File: config.mk
export PLATFORM = sky130hd
export DESIGN_NAME = player_check
export DESIGN_NICKNAME = d
export VERILOG_FILES = /design/src/rtl/player_check.sv
export SDC_FILE = /design/constraint.sdc
export NUM_CORES = 1
export LEC_CHECK = 0
export CAP_MARGIN = 20
export CORE_MARGIN = 3
export CORE_UTILIZATION = 40
export CTS_BUF_LIST = sky130_fd_sc_hd__clkbuf_4 sky130_fd_sc_hd__clkbuf_8 sky130_fd_sc_hd__clkbuf_16
export DETAILED_ROUTE_END_ITERATION = 8
export PLACE_DENSITY_LB_ADDON = 0.1
export SLEW_MARGIN = 40
export SYNTH_ARGS = -nofsm -noshare
export SYNTH_HDL_FRONTEND = slang
export SYNTH_SLANG_ARGS = --single-unit
File: constraint.sdc
create_clock -name clk -period 2.6 [get_ports clk]
set_clock_uncertainty 0.05 [all_clocks]
set_input_delay 0.26 -clock clk [delete_from_list [all_inputs] [get_ports clk]]
set_output_delay 0.26 -clock clk [all_outputs]
set_load 0.03 [all_outputs]
File: src/rtl/player_check.sv
// Checks a player's button presses against a stored colour sequence, one entry per
// press/release pair, with a per-entry press timeout. All outputs are registered.
module player_check #(
    parameter int TIMEOUT = 50_000_000
) (
    input  logic             clk,
    input  logic             reset,
    input  logic             start,
    input  logic [5:0]       round_len,
    input  logic [31:0][2:0] segment,
    input  logic [3:0]       player_input,
    output logic [4:0]       check_round,
    output logic             busy,
    output logic             accepted,
    output logic             pass,
    output logic             fail
);

    localparam int TW = (TIMEOUT > 1) ? $clog2(TIMEOUT) : 1;
    localparam logic [TW-1:0] T_LAST = TW'(TIMEOUT - 1);

    typedef enum logic [1:0] {
        IDLE         = 2'd0,
        WAIT_PRESS   = 2'd1,
        WAIT_RELEASE = 2'd2
    } state_t;

    state_t          state, state_n;
    logic [TW-1:0]   timer, timer_n;
    logic [4:0]      round_n;
    logic            busy_n, acc_n, pass_n, fail_n;

    logic [2:0]      code;
    logic            one_hot;
    logic            is_match;
    logic            len_ok;
    logic            last_entry;

    assign code       = segment[check_round];
    assign one_hot    = (player_input != 4'd0) && ((player_input & (player_input - 4'd1)) == 4'd0);
    // Codes 4..7 never match, so any press against them is a miss.
    assign is_match   = !code[2] && (player_input == (4'b0001 << code[1:0]));
    assign len_ok     = (round_len != 6'd0) && (round_len <= 6'd32);
    assign last_entry = (({1'b0, check_round} + 6'd1) == round_len);

    always_ff @(posedge clk) begin
        if (reset) begin
            state       <= IDLE;
            check_round <= 5'd0;
            timer       <= '0;
            busy        <= 1'b0;
            accepted    <= 1'b0;
            pass        <= 1'b0;
            fail        <= 1'b0;
        end else begin
            state       <= state_n;
            check_round <= round_n;
            timer       <= timer_n;
            busy        <= busy_n;
            accepted    <= acc_n;
            pass        <= pass_n;
            fail        <= fail_n;
        end
    end

    always_comb begin
        state_n = state;
        round_n = check_round;
        timer_n = timer;
        busy_n  = busy;
        acc_n   = 1'b0;
        pass_n  = 1'b0;
        fail_n  = 1'b0;

        case (state)
            IDLE: begin
                if (start && len_ok) begin
                    state_n = WAIT_PRESS;
                    round_n = 5'd0;
                    timer_n = '0;
                    busy_n  = 1'b1;
                end
            end

            WAIT_PRESS: begin
                if (player_input == 4'd0) begin
                    if (timer == T_LAST) begin
                        state_n = IDLE;
                        busy_n  = 1'b0;
                        fail_n  = 1'b1;
                    end else begin
                        timer_n = timer + TW'(1);
                    end
                end else if (one_hot && is_match) begin
                    state_n = WAIT_RELEASE;
                end else begin
                    state_n = IDLE;
                    busy_n  = 1'b0;
                    fail_n  = 1'b1;
                end
            end

            WAIT_RELEASE: begin
                // Any held pattern is ignored here; only full release advances.
                if (player_input == 4'd0) begin
                    acc_n = 1'b1;
                    if (last_entry) begin
                        state_n = IDLE;
                        busy_n  = 1'b0;
                        pass_n  = 1'b1;
                    end else begin
                        state_n = WAIT_PRESS;
                        round_n = check_round + 5'd1;
                        timer_n = '0;
                    end
                end
            end

            default: begin
                state_n = IDLE;
                busy_n  = 1'b0;
            end
        endcase
    end

endmodule

==> results.yml <==
routing:
  drt_iter0_markers: 168
  dr.pass1.iters: 4
  totalWireLength_um: 9220
  ant_nets: 0
  routedWlPerCell_um: 15.8
  vias_per_cell: 5.36
  drc: 0
  vias: 3128
place:
  dp_slack_ns: -0.222
  dpl_cell_area_sq_um: 4410
  io_buffer_count: 117
  placedCellCount: 566
  gp_congestion: 0.816
  dp_hpwl_um: 7020
timing:
  final.setup.tns_ns: -0.934
  rsz0062_at_grt: "yes"
  finalCritPeriodShare_pct: 103
  clock.fmax_ghz: 0.372
  worstMarginPinSlew_ns: 0.321
  final-hold-violation-count: 0
  fin_crit_ns: 2.69
  final-max-slew-violation-count: 0
  slew_headroom_pct: 78.3
  setup_viol: 16
  holdWs_ns: 0.457
  setup_ws_ns: -0.0881
clock_tree:
  cts_sinks: 37
  cts_max_level: 2
  cts_buffer_depth: 2
  cts-root-buf: "clkbuf_8"
  cts_tree: "yes"
  cts_buffers: 5
  clk_latency_ns: 0.29
  clkSlewWorstSetupHoldPaths_ns: 0.07
yosys:
  synth_nets: 443
  synth_edf_count: 0
  synth-seq-cells: 37
  synth-seq-area-share_pct: 25.7
  syn_avg_cell_area_sq_um: 8.69
  netlist_instances: 332
  synth_warnings: 0
  async_reset_ff_share_pct: 0
  synthFlopType: "dfxtp_1"
  syn_area_sq_um: 2880
  ys_types: 54
power_and_ir_drop:
  leakage_nw: 1.71
  power_density_nw_per_um2: 264
  max-vdd-ir-drop_mv: 0.225
  finalPower_mw: 1.26
grt:
  grt_max_degree: 25
  grtUsageTotal_pct: 20.6
  antenna_found_initial: 0
  grt_pass1_wl_um: 14200
  grt_overflow_total: 0
  grt_pass1_vias: 2971
worst_setup_path:
  slowest_stage: "or4_4"
  path_max_fanout: 8
  startpoint_type: "register"
  end_kind: "register"
  cpPeakStageDelay_ns: 0.53
  crit_type: "reg -> reg"
  arrival_ns: 2.84
  cp_cell_sequence: "buf_12, mux2i_2, a22oi_1, nand3_1, nand2_1, a311oi_2, mux2_4, or4_4, a221oi_2"
  worst-endpoint-required_ns: 2.75
floorplanning:
  boundaryPins: 118
  die_h_um: 90.9
  initial_utilization_pct: 41.8
  fp.dieW_um: 90.9
  core-area_sq_um: 6910
  die_area_sq_um: 8260
  core.rowCount: 30
layout:
  drive_above_1_share_pct: 21.1
  layout.cells.most_common: "clkdlybuf4s50_1"
  postLayoutCellArea_sq_um: 4760
  most-common-layout-cells: "clkdlybuf4s50_1 (117), buf_4 (41), dfxtp_1 (35)"
  finish.utilization_pct: 69.0
  fillers: 584
  final_cells: 584
  syn2layout_area_growth_pct: 65.2
  diodes: 0
  final_nets: 599
outcome:
  violations: "setup timing"
  status: "finished, violations left"
hold_path:
  hold_path.class: "reg -> reg"
run:
  maxCapViolCount: 0
Yosys cell counts (2+ instances only):
cell type	count	share of area, %
dfxtp_1	37	26
nor4b_1	2	0.61
clkbuf_1	3	0.39
nor2b_1	12	2.6
o21ai_1	2	0.35
or3_1	5	1.1
o21ai_0	13	2.3
nor4bb_1	2	0.69
xor2_1	23	7.0
nand2_1	24	3.1
nand4_1	5	1.1
nor3_1	7	1.2
o211ai_1	2	0.52
mux4_1	4	3.6
and3_1	8	1.7
mux2_2	2	0.78
a311oi_1	6	1.8
mux4_2	8	6.2
nor2_1	33	4.3
a31oi_1	3	0.65
xnor2_1	6	1.8
buf_6	4	1.6
nand3_1	20	3.5
nand3b_1	3	0.78
inv_1	3	0.39
buf_4	4	1.0
mux2i_1	25	8.7
a21oi_1	16	2.8
a211oi_1	4	1.0
buf_2	9	1.6
and2_1	5	1.1
nand2b_1	3	0.65
or4_1	3	0.78
a22oi_1	4	1.0
ha_1	2	0.87
nand4b_1	2	0.61
sequential cells by signal, indices dropped and copies added (netlist names):
register,count
fail,1
pass,1
timer,26
check_round,5
busy,1
accepted,1
state,2
per-layer routing:
layer  GRT usage (%)  vias up  wire [um]  part of all wire, %
met4            3.52        0         72                 0.78
li1                -     1540          -                    -
met3            4.50        8        431                  4.7
met5               0        -          0                    0
met1            27.7     1483       4250                   46
met2            34.6       97       4460                   48
critical path: cells and delay by family, from the launching register on:
family / cells / cell delay, ns
compound gates: 3 / 0.67
buf+inv: 1 / 0.16
flops: 1 / 0.47
mux: 2 / 0.55
simple gates: 3 / 0.69
what timing repair did:
action                                  4_1_cts  5_1_grt
pin swaps                                     3       11
resized for setup                             7       40
hold buffers                                  0        0
endpoints found under the setup margin       21       28
gates cloned                                  0        4
setup buffers                                 0        7
power breakdown:
group | switching [mW] | leakage (nW) | internal, mW
clock | 0.195 | 0.0445 | 0.193
sequential | 0.00377 | 0.300 | 0.568
combinational | 0.0893 | 1.37 | 0.208
cell type report:
type	instances	area [sq um]	share of cell area, %
multi-input combinational	272	2140	44.9
timing repair buffer	169	1670	35.0
sequential	37	746	15.7
tap	96	120	2.52
clock buffer	6	76.3	1.60
inverter	3	11.3	0.236
clock inverter	1	5.00	0.105
path summary, 6_finish.rpt:
kind / startpoint / to / slack [ns] / depth (start not counted)
worst max-delay path: check_round[0] / busy / -0.09 / 9
worst min-delay path: busy / busy / 0.46 / 2
worst max register to register: check_round[0] / busy / -0.09 / 9
worst min register to register: busy / busy / 0.46 / 2
kinds of logic after synthesis:
logic type	after synthesis	synth area share (%)
fa+ha+maj	2	0.868
xor+xnor	29	8.81
compound gates	59	13.5
buf+inv	24	5.64
simple gates	142	26.1
flops	37	25.7
mux	39	19.3
No activity file was read; power rests on OpenSTA's default activity.
